<file path="config.mk">
export PLATFORM = sky130hd
export DESIGN_NAME = sync_fifo_status
export DESIGN_NICKNAME = d
export VERILOG_FILES = /design/src/rtl/sync_fifo_pkg.sv /design/src/rtl/fifo_storage.sv /design/src/rtl/sync_fifo_status.sv
export SDC_FILE = /design/constraint.sdc
export NUM_CORES = 1
export LEC_CHECK = 0
export CORE_MARGIN = 2
export CORE_UTILIZATION = 25
export CTS_CLUSTER_SIZE = 40
export DETAILED_ROUTE_END_ITERATION = 8
export HOLD_SLACK_MARGIN = 0.05
export PLACE_DENSITY_LB_ADDON = 0.1
export SLEW_MARGIN = 20
export SYNTH_ARGS = -nofsm -noshare
export SYNTH_HDL_FRONTEND = slang
export SYNTH_SLANG_ARGS = --single-unit
</file>
<file path="constraint.sdc">
create_clock -name clk -period 2.6 [get_ports clk]
set_input_delay 0.39 -clock clk [delete_from_list [all_inputs] [get_ports clk]]
set_output_delay 0.39 -clock clk [all_outputs]
set_load 0.01 [all_outputs]
</file>
<file path="src/rtl/sync_fifo_pkg.sv">
// Shared sizing helpers for sync_fifo_status: level/pointer widths and the
// wrap-at-depth pointer increment that supports depths that are not powers of two.
package sync_fifo_pkg;

  function automatic int unsigned level_width(input int unsigned depth);
    return $clog2(depth + 1);
  endfunction

  function automatic int unsigned ptr_width(input int unsigned depth);
    return (depth < 3) ? 1 : $clog2(depth);
  endfunction

  // Explicit compare so depths that are not powers of two wrap correctly.
  function automatic int unsigned ptr_inc(input int unsigned ptr, input int unsigned depth);
    return (ptr == depth - 1) ? 0 : ptr + 1;
  endfunction

endpackage

</file>
<file path="src/rtl/fifo_storage.sv">
// DEPTH x DATA_WIDTH register array: one synchronous write port and one
// combinational read port. Contents are deliberately not reset.
module fifo_storage #(
  parameter int unsigned DEPTH      = 5,
  parameter int unsigned DATA_WIDTH = 32,
  parameter int unsigned ADDR_W     = 3
) (
  input  logic                  clk,
  input  logic                  we_i,
  input  logic [ADDR_W-1:0]     waddr_i,
  input  logic [DATA_WIDTH-1:0] wdata_i,
  input  logic [ADDR_W-1:0]     raddr_i,
  output logic [DATA_WIDTH-1:0] rdata_o
);

  logic [DATA_WIDTH-1:0] mem_q [DEPTH];

  always_ff @(posedge clk) begin
    if (we_i) mem_q[waddr_i] <= wdata_i;
  end

  assign rdata_o = mem_q[raddr_i];

endmodule

</file>
<file path="src/rtl/sync_fifo_status.sv">
// Single-clock FIFO with occupancy, almost flags, flush and sticky error flags.
// Optional same-cycle pass-through when empty: define SYNC_FIFO_BYPASS_EN.
module sync_fifo_status
  import sync_fifo_pkg::*;
#(
  parameter int unsigned DATA_WIDTH = 32,
  parameter int unsigned FIFO_DEPTH = 5,
  parameter int unsigned AF_LEVEL   = FIFO_DEPTH - 1,
  parameter int unsigned AE_LEVEL   = 1
) (
  input  logic                                  clk,
  input  logic                                  rst_n,
  input  logic                                  flush_i,
  input  logic [DATA_WIDTH-1:0]                 push_data_i,
  input  logic                                  push_valid_i,
  output logic                                  push_grant_o,
  input  logic                                  pop_grant_i,
  output logic [DATA_WIDTH-1:0]                 pop_data_o,
  output logic                                  pop_valid_o,
  output logic [level_width(FIFO_DEPTH)-1:0]    level_o,
  output logic                                  almost_full_o,
  output logic                                  almost_empty_o,
  output logic                                  overflow_o,
  output logic                                  underflow_o,
  input  logic                                  clr_err_i
);

  localparam int unsigned LVL_W = level_width(FIFO_DEPTH);
  localparam int unsigned PTR_W = ptr_width(FIFO_DEPTH);

  if (!(FIFO_DEPTH >= 2 && AF_LEVEL > 0 && AF_LEVEL <= FIFO_DEPTH && AE_LEVEL < FIFO_DEPTH)) begin : g_param_check
    $fatal(1, "sync_fifo_status: illegal FIFO_DEPTH/AF_LEVEL/AE_LEVEL combination");
  end

  logic [PTR_W-1:0]      wr_ptr_q, wr_ptr_d;
  logic [PTR_W-1:0]      rd_ptr_q, rd_ptr_d;
  logic [LVL_W-1:0]      level_q,  level_d;
  logic                  overflow_q, overflow_d;
  logic                  underflow_q, underflow_d;
  logic                  not_full, not_empty;
  logic                  bypass;
  logic                  push, pop;
  logic [DATA_WIDTH-1:0] rdata;

  assign not_full  = (level_q != LVL_W'(FIFO_DEPTH));
  assign not_empty = (level_q != '0);

`ifdef SYNC_FIFO_BYPASS_EN
  assign bypass = ~not_empty & push_valid_i & pop_grant_i;
`else
  assign bypass = 1'b0;
`endif

  // A bypassed word never touches storage, so it must not count as a push.
  assign push = push_valid_i & not_full & ~bypass;
  assign pop  = not_empty & pop_grant_i;

  always_comb begin
    wr_ptr_d    = wr_ptr_q;
    rd_ptr_d    = rd_ptr_q;
    level_d     = level_q;
    if (flush_i) begin
      wr_ptr_d = '0;
      rd_ptr_d = '0;
      level_d  = '0;
    end else begin
      if (push) wr_ptr_d = PTR_W'(ptr_inc(32'(wr_ptr_q), FIFO_DEPTH));
      if (pop)  rd_ptr_d = PTR_W'(ptr_inc(32'(rd_ptr_q), FIFO_DEPTH));
      if (push && !pop)      level_d = level_q + 1'b1;
      else if (pop && !push) level_d = level_q - 1'b1;
    end
    overflow_d  = clr_err_i ? 1'b0 : (overflow_q  | (push_valid_i & ~not_full));
    underflow_d = clr_err_i ? 1'b0 : (underflow_q | (pop_grant_i & ~not_empty & ~bypass));
  end

  always_ff @(posedge clk or negedge rst_n) begin
    if (!rst_n) begin
      wr_ptr_q    <= '0;
      rd_ptr_q    <= '0;
      level_q     <= '0;
      overflow_q  <= 1'b0;
      underflow_q <= 1'b0;
    end else begin
      wr_ptr_q    <= wr_ptr_d;
      rd_ptr_q    <= rd_ptr_d;
      level_q     <= level_d;
      overflow_q  <= overflow_d;
      underflow_q <= underflow_d;
    end
  end

  fifo_storage #(
    .DEPTH      (FIFO_DEPTH),
    .DATA_WIDTH (DATA_WIDTH),
    .ADDR_W     (PTR_W)
  ) u_storage (
    .clk     (clk),
    .we_i    (push & ~flush_i),
    .waddr_i (wr_ptr_q),
    .wdata_i (push_data_i),
    .raddr_i (rd_ptr_q),
    .rdata_o (rdata)
  );

  assign push_grant_o   = not_full;
  assign pop_valid_o    = not_empty | bypass;
  assign pop_data_o     = bypass ? push_data_i : rdata;
  assign level_o        = level_q;
  assign almost_full_o  = (level_q >= LVL_W'(AF_LEVEL));
  assign almost_empty_o = (level_q <= LVL_W'(AE_LEVEL));
  assign overflow_o     = overflow_q;
  assign underflow_o    = underflow_q;

endmodule

</file>
==> run metrics <==
Ant. Diodes 0; gr ovfl total 0; Slew @ Worst Pin 0.619 ns; area post-placement 8100 µm²; worst vdd ir 0.422 mV; Pwr per Cell Area 837 nW/µm²; ANT nets after route 0; Worst setup SP type flop; final setup fails 0; count of pins over their slew limit 0; Post-synth ARST share 6.43%; Worst Skew 0.0140 ns; Syn. warnings 0; share of the synthesized area in the top cell type 71.4%; Fill cells 2545; crit path capture type output port; Most used DFF post-synth edfxtp_1; Die ar. 28200 µm²; H-tree Lvls 4; FP Rows 60; via count 3331; WL final 14900 µm; DRT Pass-1 Iters 4; Synth area leader edfxtp_1; critical path data arrival time 2.18 ns; GPL Wtd Cong 0.693; Num CTS Buffers 17; worst skew pair latency 0.41 ns; Netlist cell types 29; Synth Instances 322; core area 26700 µm²; drt first-iter violations 222; nets 483; largest family of logic cells by synthesized area multiplexers; Placed Cells 745; first-pass GRT wire length 23000 µm; Period Utilization, post-route 98.8%; pin count of the biggest net entering global routing 25; DR WL/cell 18.8 µm; Port Buffers 78; fin cells 791; simple-gate share of the synthesized area 2.51%; root buffer cell clkbuf_16; initial antenna violation count 0; Max Cap Viol 0; hold crit path type input port to async pin; f_max 0.389 GHz; vias in the first global route 3740; # DRC 0; largest cells by area after synthesis edfxtp_1 (71%), mux4_2 (9.4%), mux2_2 (5.5%), dfrtp_1 (4.1%), mux4_1 (1.6%); RSZ-0062 raised after global routing true; Reg2Reg Depth 6; Post-Syn Nets 368; die height 168 µm; Synth Area in Compound Gates 1.54%; Adder-Cell Fraction of Synth Area 1.49%; CTS tree yes; synthesized flop and latch total 171; final instance area 8770 µm²; clock transition at the registers of the reported paths 0.07 ns; crit path kind flop to output port; sequential-to-total area share from yosys stat 75.5%; hold slack final 0.361 ns; post-synthesis mux area share 16.5%; Starting Density 25.2%; most common cell in the synthesized netlist edfxtp_1; Synth top cells by count edfxtp_1 (160), mux2_2 (33), mux4_2 (28), dfrtp_1 (11), nand2_1 (11); slew margin rel. 58.6%; # IOs 79; Hold Fails Final Rpt 0; min cycle time layout 2.57 ns; clock tree buffer depth 2; DP HPWL 9110 µm; Post-synth EDFFs 160; drt via density 4.21; worst-path maximum fanout 6; CTS sink cnt 171; All-Layer GR Usage 11.2%; status finished, final reports clean; XOR/XNOR Fraction of Synth Area 0.335%; Worst Path Required 2.21 ns; Area growth syn-to-layout 30.4%; Leak 0.00292 µW; share of cells above drive strength 1 34.4%; Mapped Area 6730 µm²; DIE WIDTH 168 µm; Avg Inst Size Synth 20.9 µm²
==> worst paths after layout <==
kind | to | slack, ns | startpoint
worst max-delay path | pop_data_o[29] | 0.03 | rd_ptr_q[0]
worst min-delay path | underflow_o | 0.36 | rst_n
worst max register to register | u_storage.mem_q[1][28] | 0.41 | level_o[1]
worst min register to register | overflow_o | 0.51 | overflow_o
max in group asynchronous | rd_ptr_q[0] | 1.80 | rst_n
min in group clk | overflow_o | 0.51 | overflow_o
==> worst max-delay path: stages, from the launching register on <==
cell     delay, ns
dfrtp_2       0.49
buf_12        0.17
buf_6         0.11
buf_6         0.09
mux4_2        0.50
mux2_4        0.29
buf_6         0.12
==> area by class of cell <==
class                      count  area, µm²  share of cell area, %
timing repair buffer         112       1130                   12.8
tap                          341        427                   4.86
clock buffer                  18        429                   4.89
inverter                       7       26.3                  0.299
sequential                   171       5080                   57.9
clock inverter                14        144                   1.64
multi-input combinational    128       1540                   17.5
==> cells by family (layout without fill, tap and decap cells) <==
family	Yosys count	after routing
adder cells (fa/ha/maj)	8	8
AND/OR/NAND/NOR	36	36
XOR/XNOR	1	1
multiplexers	65	65
AO/OA/AOI/OAI	18	18
flip-flops	171	171
buffers and inverters	23	151
==> metal layers <==
layer | vias up | GRT usage, % | share of wire, %
met1 | 1732 | 15.0 | 48
met3 | 9 | 2.77 | 2.6
met5 | - | 0 | 0
li1 | 1528 | - | -
met2 | 62 | 18.0 | 48
met4 | 0 | 3.29 | 0.91
==> timing repair <==
action,in CTS,in global routing
gates resized for setup,79,31
hold buffers,0,0
cloned,2,0
endpoints found under the setup margin,32,25
setup buffers,14,1
==> sequential cells by signal (all words and copies together), names as in the netlist <==
signal and flops:
underflow_o 1, wr_ptr_q 3, rd_ptr_q 3, u_storage.mem_q 160, overflow_o 1, level_o 3
==> cell usage in the layout (no fill, tap or decap), types with 6 or more instances in the layout <==
cell type and n:
a21oi_1 9, buf_12 9, buf_2 7, buf_4 14
buf_6 13, clkbuf_16 17, clkbuf_2 8, clkdlybuf4s15_1 6
clkdlybuf4s50_1 46, dfrtp_1 8, dlygate4sd2_1 7, edfxtp_1 160
ha_1 8, inv_1 7, mux2_2 27, mux2_4 6
mux4_2 30, nand2_1 11, nor2_1 8
==> per-stage QoR <==
step | total power, µW | utilization, % | worst slack [ns] | setup TNS, ns
after floorplan | 4140 | - | -0.378 | -24.16
after global placement | 4840 | 30.4 | 0.239 | 0
after detailed placement | 4850 | 30.4 | 0.244 | 0
after CTS | 7490 | 33.1 | -0.0513 | -0.293
after global routing | 7700 | 32.9 | -0.0689 | -0.390
final | 7340 | 32.9 | 0.0301 | 0
==> power by group <==
group / leakage [µW] / switching (µW) / internal (µW)
clock network: 0.000278 / 1050 / 1420
logic: 0.00105 / 715 / 970
registers: 0.00159 / 73.5 / 3110
No activity file was read; power rests on OpenSTA's default activity.
